### config.mk
export PLATFORM = sky130hd
export DESIGN_NAME = dmem_cache
export DESIGN_NICKNAME = d
export VERILOG_FILES = /design/src/rtl/dmem_cache.sv
export SDC_FILE = /design/constraint.sdc
export NUM_CORES = 1
export LEC_CHECK = 0
export CAP_MARGIN = 10
export CORE_MARGIN = 10
export CORE_UTILIZATION = 60
export CTS_CLUSTER_SIZE = 16
export DETAILED_ROUTE_END_ITERATION = 12
export PLACE_DENSITY = 0.8
export RECOVER_POWER = 50
export SYNTH_ARGS = -nofsm -noshare
export SYNTH_HDL_FRONTEND = slang
export SYNTH_SLANG_ARGS = --single-unit
### constraint.sdc
create_clock -name clk -period 7.85 [get_ports clk]
set_input_delay 1.57 -clock clk [delete_from_list [all_inputs] [get_ports clk]]
set_output_delay 1.57 -clock clk [all_outputs]
set_load 0.02 [all_outputs]
### src/rtl/dmem_cache.sv
// dmem_cache: direct-mapped write-through no-write-allocate MEM-stage data cache.
// Optional hit/miss counters are enabled by defining DMEM_CACHE_STATS_EN.
`timescale 1ns/1ps
module dmem_cache #(
  parameter int LINES  = 16,
  parameter int ADDR_W = 32
) (
  input  logic              clk,
  input  logic              rst,
  input  logic [ADDR_W-1:0] addr,
  input  logic              mem_read,
  input  logic              mem_write,
  input  logic [31:0]       write_data,
  output logic [31:0]       read_data,
  output logic              stall,
  output logic              mem_req,
  output logic              mem_we,
  output logic [ADDR_W-1:0] mem_addr,
  output logic [31:0]       mem_wdata,
  input  logic [31:0]       mem_rdata,
`ifdef DMEM_CACHE_STATS_EN
  output logic [31:0]       hit_count,
  output logic [31:0]       miss_count,
`endif
  input  logic              mem_ack
);

  localparam int IDX_W = $clog2(LINES);
  localparam int TAG_W = ADDR_W - IDX_W - 2;

  typedef enum logic [1:0] {
    IDLE,
    RD_MISS,
    WR_THRU,
    WR_DONE
  } state_t;

  state_t state;

  logic [LINES-1:0] valid_q;
  logic [TAG_W-1:0] tag_q  [LINES];
  logic [31:0]      data_q [LINES];

  logic [IDX_W-1:0] idx;
  logic [TAG_W-1:0] tag;
  logic [IDX_W-1:0] fill_idx;
  logic [TAG_W-1:0] fill_tag;
  logic             hit;
  logic             ack;
  logic             st_req;
  logic             ld_req;
  logic             ld_miss;
  logic             unused_addr;

  assign idx      = addr[IDX_W+1:2];
  assign tag      = addr[ADDR_W-1:IDX_W+2];
  assign fill_idx = mem_addr[IDX_W+1:2];
  assign fill_tag = mem_addr[ADDR_W-1:IDX_W+2];
  assign hit      = valid_q[idx] && (tag_q[idx] == tag);

  // Ack only counts while a request is outstanding.
  assign ack      = mem_req & mem_ack;

  assign st_req   = (state == IDLE) & mem_write;
  assign ld_req   = (state == IDLE) & mem_read & ~mem_write;
  assign ld_miss  = ld_req & ~hit;

  assign unused_addr = ^addr[1:0];

  // Pipeline freeze; forced low while reset is held.
  always_comb begin
    stall = 1'b0;
    if (rst) begin
      case (state)
        IDLE:    stall = mem_write | (mem_read & ~hit);
        RD_MISS: stall = 1'b1;
        WR_THRU: stall = 1'b1;
        default: stall = 1'b0;
      endcase
    end
  end

  // Zero-latency load hit data; zero otherwise.
  always_comb begin
    read_data = 32'h0;
    if (rst && ld_req && hit)
      read_data = data_q[idx];
  end

  // Control FSM with registered backing-memory request and valid bits.
  always_ff @(posedge clk or negedge rst) begin
    if (!rst) begin
      state     <= IDLE;
      valid_q   <= '0;
      mem_req   <= 1'b0;
      mem_we    <= 1'b0;
      mem_addr  <= '0;
      mem_wdata <= 32'h0;
    end else begin
      case (state)
        IDLE: begin
          if (st_req) begin
            mem_req   <= 1'b1;
            mem_we    <= 1'b1;
            mem_addr  <= {addr[ADDR_W-1:2], 2'b00};
            mem_wdata <= write_data;
            state     <= WR_THRU;
          end else if (ld_miss) begin
            mem_req   <= 1'b1;
            mem_we    <= 1'b0;
            mem_addr  <= {addr[ADDR_W-1:2], 2'b00};
            state     <= RD_MISS;
          end
        end
        RD_MISS: begin
          if (ack) begin
            valid_q[fill_idx] <= 1'b1;
            mem_req           <= 1'b0;
            state             <= IDLE;
          end
        end
        WR_THRU: begin
          if (ack) begin
            mem_req <= 1'b0;
            mem_we  <= 1'b0;
            state   <= WR_DONE;
          end
        end
        WR_DONE: begin
          state <= IDLE;
        end
        default: state <= IDLE;
      endcase
    end
  end

  // Tag/data storage; contents are qualified by valid_q so need no reset.
  always_ff @(posedge clk) begin
    if (st_req && hit)
      data_q[idx] <= write_data;
    if ((state == RD_MISS) && ack) begin
      tag_q[fill_idx]  <= fill_tag;
      data_q[fill_idx] <= mem_rdata;
    end
  end

`ifdef DMEM_CACHE_STATS_EN
  logic fill_q;

  // The release cycle after a fill belongs to the missed load, not a new hit.
  always_ff @(posedge clk or negedge rst) begin
    if (!rst) begin
      fill_q <= 1'b0;
    end else begin
      fill_q <= (state == RD_MISS) & ack;
    end
  end

  // Saturating hit/miss counters for loads only.
  always_ff @(posedge clk or negedge rst) begin
    if (!rst) begin
      hit_count  <= 32'h0;
      miss_count <= 32'h0;
    end else begin
      if (ld_req && hit && !fill_q && (hit_count != 32'hFFFF_FFFF))
        hit_count <= hit_count + 32'd1;
      if (ld_miss && (miss_count != 32'hFFFF_FFFF))
        miss_count <= miss_count + 32'd1;
    end
  end
`endif

endmodule

# Word-level counts from Yosys, hierarchy flattened
# Memory sizes are Yosys's and may differ from the RTL's.
# Index checks and enable logic that the tools add are counted.
# word_totals
regBits	84
input_bits	101
mem_bits_rw	928
memories	2
# mem_list
name	words	width	rd	rd_ports_with_merged_regs	wr	line	rtl
data_q	16	32	1	0	1	42	logic [31:0] data_q [LINES];
tag_q	16	26	1	0	1	41	logic [TAG_W-1:0] tag_q [LINES];
# op_classes
bitwise	10
eq_ne	8
n_reduce_logical	18
mux	28
magnitude_cmp	3
# op_table
cell	count
$mux W32	4
$reduce_or A32 Y1	1
$eq A26 B26 Y1	1
$or A16 B16 Y16	1
$mux W1	13
$lt A4 B5 Y1 const B	2
$reduce_and A3 Y1	3
$mux W2	4
$pmux W2 S4	1
$and A1 B1 Y1	6
$logic_and A1 B1 Y1	6
$pmux W1 S2	3
$reduce_and A2 Y1	3
$reduce_bool A2 Y1	3
$bmux W1 S4	1
$demux W1 S4	1
$eq A2 B2 Y1 const B	2
$ge A4 B1 Y1 const B	1
$mux W4	1
$ne A2 B2 Y1 const B	2
$ne A3 B3 Y1 const B	1
$eq A2 B1 Y1 const B	1
$logic_not A2 Y1	1
$ne A2 B1 Y1 const B	1
3 further kinds	4

# Longest topological paths before layout
# Gate-level depths: netlist of run 1.
# logic_depth
ltp_word	8
ltp_mapped	14

# Least setup slack after synthesis of run 1
# No wires, ideal clock.
# synth_path
path_kind	in2reg
from	input port addr[5]
to	memory data_q[5][0] (enable)
path_slack_ns	0.728
setup_ns	0.468
path_buffers	3
cell_stages	11
t_arrival_ns	6.655
path_cell_list	clkbuf_1 -> clkbuf_1 -> clkbuf_1 -> mux4_2 -> xnor2_1 -> nor3_1 -> nor2_1 -> or4b_2 -> nor4_1 -> a21oi_1 -> nor3b_1
# synth_between
elab_chain_cells	7
elab_cells_between_ends	10
cone_classes	1 x eq/ne; 6 x mux; 2 x reduce/logical; 1 x memory
# synth_lines
item	line	rtl
start, declared	10	input logic [ADDR_W-1:0] addr,
$mem_v2 Z16 W26 or $bmux W1 S4 (tied branches)	n/a	
$eq A26 B26 Y1 or $mux W1 (tied branches)	59	assign hit = valid_q[idx] && (tag_q[idx] == tag);
$logic_and A1 B1 Y1	59	
$logic_and A1 B1 Y1	139	if (st_req && hit)
$mux W1	139	
$mux W1 (implied by the code)	140	data_q[idx] <= write_data;
$mux W1 (no source line)	n/a	
end, declared	42	
# Parallel ways exist; a longest one is shown, timed or not. The select of a mux whose other input is x is not followed.

# Worst setup path in the final report of run 1
# layout_path
from	input port addr[5]
to	output port read_data[26]
# layout_between
elab_chain_cells	5
elab_cells_between_ends	8
cone_classes	1 x eq/ne; 3 x mux; 2 x reduce/logical; 2 x memory
# layout_lines
item	line	rtl
$mem_v2 Z16 W26 or $bmux W1 S4 (tied branches)	n/a	
$eq A26 B26 Y1 or $mux W1 (tied branches)	59	
$logic_and A1 B1 Y1	59	
$logic_and A1 B1 Y1	86	if (rst && ld_req && hit)
$mux W32 (*)	86	
end, declared	14	output logic [31:0] read_data,
# Mark *: on every way between the ends. The rest lies on a longest branch, timed or not. The select of a mux whose other input is x is not followed.

==> results of run 1 <==
==> final timing paths <==
kind	end	startpoint	depth (start not counted)
setup / recovery	read_data[26]	addr[5]	11
hold / removal	valid_q[11]	valid_q[11]	1
setup reg to reg	tag_q[8][6]	state[1]	5
hold reg to reg	valid_q[11]	valid_q[11]	1
max in group asynchronous	mem_wdata[24]	rst	2
min in group asynchronous	mem_addr[5]	rst	1
==> metrics by stage <==
step	hold WS (ns)	utilization
2_1_floorplan	0.434	-
3_3_place_gp	0.445	0.656
3_5_place_dp	0.455	0.656
4_1_cts	0.471	0.705
5_1_grt	0.485	0.704
6_report	0.475	0.704
==> layout make-up <==
type | instances | area share
Sequential cell | 1010 | 0.646
Multi-Input combinational cell | 775 | 0.206
Inverter | 8 | 0.000702
Clock buffer | 132 | 0.0572
Antenna cell | 2 | 0.000108
Tap cell | 864 | 0.0233
Clock inverter | 43 | 0.0108
Timing Repair Buffer | 260 | 0.0554
==> kinds of logic (layout without fill, tap and decap cells) <==
group           after synthesis  after routing  share of synthesized area
mux                         390            390                      0.179
xor+xnor                     39             39                    0.00860
flops                      1010           1010                      0.753
other cells                   1              4                  0.0000944
buf+inv                     102            443                     0.0130
simple gates                268            268                     0.0327
fa+ha+maj                     5              5                    0.00157
compound gates               71             71                     0.0122
==> worst max-delay path, stage by stage <==
cell and delay, ns:
clkdlybuf4s50_1 0.53, buf_12 0.24, inv_4 0.22, mux4_2 0.56, xnor2_2 0.26, o2111ai_1 0.16, or4b_1 0.55, or4_1 0.48
or3_4 0.62, nor2b_2 0.24, clkdlybuf4s50_1 0.65
==> cell usage in the layout, fill, tap and decap left out, types with 4 or more instances in the layout <==
cell type	synthesis	routed
a21oi_1	9	9
a22oi_1	17	17
buf_12	1	11
buf_4	13	55
bufinv_16	0	11
clkbuf_1	34	30
clkbuf_16	0	99
clkbuf_8	0	5
clkdlybuf4s50_1	0	133
clkinv_1	0	12
clkinv_2	0	16
dfrtp_1	82	82
dlygate4sd3_1	0	58
edfxtp_1	928	928
ha_1	5	5
inv_1	6	6
mux2_2	63	63
mux2i_1	78	78
mux4_2	246	246
nand2_1	125	125
nand2b_1	4	4
nand3_1	9	9
nand4_1	6	6
nor2_1	41	12
nor2_4	0	29
nor2b_1	22	21
nor2b_2	12	13
nor3_1	8	8
o211ai_1	4	4
o21ai_0	17	17
or2_2	18	18
xnor2_1	22	21
xor2_1	17	17
==> power by group through the flow <==
stage          Combinational, uW  Sequential [uW]  Clock [uW]
6_report                    2020             7220        4680
4_1_cts                     2080             7220        4730
3_5_place_dp                2050             7320           0
5_1_grt                     2150             7290        4930
2_1_floorplan                931             7380           0
3_3_place_gp                1980             7250           0
==> flip-flops by register name (all words and copies together), names as in the netlist <==
register / cells
mem_req: 1
data_q: 512
mem_we: 1
state: 2
tag_q: 416
mem_wdata: 32
mem_addr: 30
valid_q: 16
==> metal layers <==
metal  share of wire  vias up
li1                -     8239
met2            0.51     1136
met3           0.093      234
met1            0.36    10700
met5         0.00013        -
met4           0.036        2
==> timing repair <==
action | CTS | global route
gates resized for setup | 1 | 2
pin swaps | 0 | 1
setup endpoints to repair | 5 | 32
==> results_dict.tcl, run 1 <==
set metrics [dict create \
    status "finished, violations left" \
    violations "capacitance limit, slew limit" \
    firstDrtPassIters 5 \
    setup_ws_ns 0.183 \
    hold_class "reg2reg" \
    ys.flop_type "edfxtp_1" \
    dp.cells 2917 \
    drv_cap 4 \
    core_um2 65700 \
    ys_seq_area_frac 0.753 \
    pwr-share-seq 0.519 \
    ys_types 64 \
    grt_use_met2 0.422 \
    grt_pass1_wl_um 143000 \
    clk_latency_ns 0.67 \
    synth_commonest_cells "928 x edfxtp_1, 246 x mux4_2, 125 x nand2_1" \
    synth_area_um2 39700 \
    cp_max_fo 32 \
    antenna_found_initial 3 \
    start_util 0.604 \
    tns_ns 0 \
    post_dp_cell_area_um2 43200 \
    grt_pass1_vias 21400 \
    crit_path_end_kind "output pin" \
    clock_skew_ns 0.0395 \
    leakagePower_uw 0.0153 \
    met1_usage 0.319 \
    rows 94 \
    fp.dieArea_um2 76900 \
    crit_arrival_ns 6.10 \
    wl_um 96900 \
    fin_crit_ns 7.67 \
    synth_area_leaders "edfxtp_1 70%, mux4_2 14%, dfrtp_1 5.2%" \
    multiInputGateArea_um2 9560 \
    async_reset_ff_frac 0.0812 \
    htreeDepth 3 \
    numCtsBuffers 97 \
    fp.dieW_um 277 \
    slew_viol_final 164 \
    die_h_um 277 \
    yosysTopAreaCellShare 0.701 \
    io_pins 200 \
    cts_hold_buf 0 \
    power.total_uw 13900 \
    grtUsageTotal 0.251 \
    gp_congestion 0.823 \
    cts_root_buf "clkbuf_16" \
    via_count 20300 \
    reg2reg_slack_ns 3.02 \
    layoutNonFillerInstCount 3094 \
    synth_edf_count 928 \
    fmax_mhz 130 \
    p_int_uw 10300 \
    dp_hpwl_um 51700 \
    peakVddDrop_v 0.000264 \
    worstPathRequired_ns 6.28 \
    avgSynthCellArea_um2 21.1 \
    crit_type "in2out" \
    clock_power_share 0.337 \
    cts_sinks 1010 \
    fillers 3705 \
    synth_cells 1886 \
    ant_nets 0 \
    rsz0062_at_grt "false" \
    wl_per_cell_um 31.3 \
    pre_cts_slack_ns 0.0145 \
    drtIter0Drc 2431 \
    regArea_um2 29900 \
    swShare 0.260 \
    switchingPower_uw 3620 \
    vias_per_cell 6.57 \
    tightestPinTransition_ns 3.78 \
    drive_gt1_frac 0.262 \
    synth.most_common_cell "edfxtp_1" \
    setup_viol 0 \
    relSlewSlack -1.52 \
    clockBufferDepth 3 \
    layout.nets 2258 \
    fin_crit_sh 0.977 \
    grt-ovfl-total 0 \
    grt_max_degree 65 \
    globalRouteMet3Util 0.0526 \
    ys_warn_count 0 \
    clk_pin_slew_ns 0.06 \
    p_per_area_nw_per_um2 301 \
    synth-seq-cells 1010 \
    portBuffers 195 \
    cts_setup_buffers 0 \
    power_frac_comb 0.145 \
    area_growth_pct 16.6 \
    start_kind "input port" \
    hold_violations 0 \
    finalInstanceArea_um2 46300 \
    drcViolationCount 0 \
    yosysTopAreaCell "edfxtp_1" \
    cts_tree "yes" \
    grt-busiest-layer "met2" \
]
Note: power is estimated with default switching activity, not from simulation.
==> inputs of run 2 (changes only) <==
Settings changed: CAP_MARGIN 10 to default, CORE_UTILIZATION 60 to 57, PLACE_DENSITY 0.8 to 0.76, SETUP_SLACK_MARGIN from default to 0.2.
==> results_dict.tcl, run 2 (synthesized netlist as in run 1, its figures left out) <==
set metrics [dict create \
    status "finished, violations left" \
    violations "capacitance limit, slew limit" \
    cts_tree "yes" \
    fillers 4195 \
    firstDrtPassIters 5 \
    hold_violations 0 \
    vias_per_cell 6.31 \
    crit_type "in2out" \
    core_um2 68800 \
    fin_crit_sh 0.957 \
    drive_gt1_frac 0.265 \
    wl_um 94700 \
    crit_path_end_kind "output pin" \
    numCtsBuffers 97 \
    io_pins 200 \
    fin_crit_ns 7.51 \
    clk_pin_slew_ns 0.06 \
    grt-ovfl-total 0 \
    crit_arrival_ns 5.94 \
    via_count 20000 \
    grt_use_met2 0.386 \
    layout.nets 2267 \
    largest_reg_flops 512 \
    layoutNonFillerInstCount 3175 \
    post_dp_cell_area_um2 43300 \
    cp_max_fo 26 \
    drtIter0Drc 2282 \
    cts_root_buf "clkbuf_16" \
    htreeDepth 3 \
    die_h_um 284 \
    rows 96 \
    relSlewSlack -1.48 \
    start_util 0.577 \
    rsz0062_at_grt "false" \
    power.total_uw 13800 \
    finalInstanceArea_um2 46500 \
    worstPathRequired_ns 6.28 \
    grtUsageTotal 0.236 \
    clk_latency_ns 0.66 \
    tns_ns 0 \
    cts_sinks 1010 \
    final_common_cell "edfxtp_1" \
    grt_pass1_vias 21000 \
    globalRouteMet3Util 0.0603 \
    ant_nets 0 \
    grt_max_degree 61 \
    fp.dieArea_um2 80700 \
    setup_viol 0 \
    final_cell_mix "928 x edfxtp_1, 246 x mux4_2, 150 x clkdlybuf4s50_1, 125 x nand2_1, 99 x clkbuf_16" \
    gp_congestion 0.774 \
    hold_class "reg2reg" \
    grt_pass1_wl_um 140000 \
    area_growth_pct 16.9 \
    antenna_found_initial 0 \
    portBuffers 195 \
    fmax_mhz 133 \
    leakagePower_uw 0.0153 \
    tightestPinTransition_ns 3.71 \
    drcViolationCount 0 \
    slew_viol_final 162 \
    p_per_area_nw_per_um2 296 \
    clock_skew_ns 0.0262 \
    drv_cap 4 \
    grt-busiest-layer "met2" \
    met1_usage 0.308 \
    regMostFlops "data_q" \
    start_kind "input port" \
    dp_hpwl_um 51300 \
    wl_per_cell_um 29.8 \
    finalHoldWorstSlack_ns 0.470 \
    clockBufferDepth 3 \
    peakVddDrop_v 0.000267 \
    dp.cells 2989 \
    reg.largest.list "data_q x512, tag_q x416, mem_wdata x32" \
    diodes 0 \
    fp.dieW_um 284 \
]
==> run 2: changes by cell type in the layout (fill, tap and decap cells not counted), moves of 2 or more <==
cell / before / now
inv_6: 2 / 4
clkinv_2: 16 / 18
clkbuf_8: 5 / 8
clkbuf_1: 30 / 32
or3_4: 1 / 3
buf_12: 11 / 14
dlygate4sd3_1: 58 / 40
diode_2: 2 / 0
bufinv_16: 11 / 5
buf_6: 0 / 2
clkdlybuf4s50_1: 133 / 150
clkinv_1: 12 / 14
==> run 2: area by class of cell <==
| type | instances | area (um2) | share of cell area |
|---|---|---|---|
| multi-input cells | 777 | 9580 | 0.206 |
| repair buffers | 267 | 2660 | 0.0573 |
| clock buffers | 136 | 2700 | 0.0580 |
| well taps | 931 | 1160 | 0.0251 |
| flip-flops and latches | 1010 | 29900 | 0.644 |
| clock inverters | 46 | 394 | 0.00848 |
| inverters | 8 | 32.5 | 0.000700 |
==> run 2: through the flow <==
step	worst slack, ns	util
final	0.337	0.675
after global routing	0.234	0.675
after CTS	0.217	0.675
after detailed placement	0.0845	0.629
after global placement	0.168	0.629
after floorplan	0.728	-
==> run 2: worst paths after layout <==
check,slack [ns],cells past startpoint,from,endpoint
setup / recovery,0.34,11,addr[3],read_data[24]
min in group asynchronous,2.87,2,rst,mem_wdata[8]
hold / removal,0.47,1,valid_q[1],valid_q[1]
hold reg to reg,0.47,1,valid_q[1],valid_q[1]
setup reg to reg,3.17,10,tag_q[12][14],data_q[4][18]
max in group asynchronous,1.38,3,rst,mem_wdata[0]
==> run 2: worst max-delay path, cell delays in order <==
cell,delay [ns]
buf_4,0.39
mux4_2,0.57
mux2i_1,0.16
xor2_1,0.43
a31oi_1,0.31
or4b_1,0.57
or4_4,0.53
or3_4,0.45
buf_4,0.20
nor2b_1,0.12
clkdlybuf4s50_1,0.61
==> run 2: repair_timing <==
action                                  in CTS  in global routing
resized for setup                            4                  4
endpoints found under the hold margin        0                  0
endpoints found under the setup margin      32                 32
setup buffers                                2                  0
pin swaps                                    2                  0
cloned                                       2                  0
hold buffers                                 0                  0
==> run 2: layer usage <==
metal  share of wire  vias to the layer above  wire length, um
li1                -                     8267                -
met1            0.37                    10500            35300
met2            0.49                     1090            46900
met3           0.099                      194             9430
met4           0.033                        0             3090
met5               0                        -                0
==> run 2: report_power, final <==
group / internal [uW] / total, uW / switching, uW / leakage, uW
Sequential: 6780 / 7210 / 428 / 0.00934
Clock: 2570 / 4520 / 1950 / 0.00152
Combinational: 822 / 2030 / 1210 / 0.00443
Total: 10200 / 13800 / 3580 / 0.0153
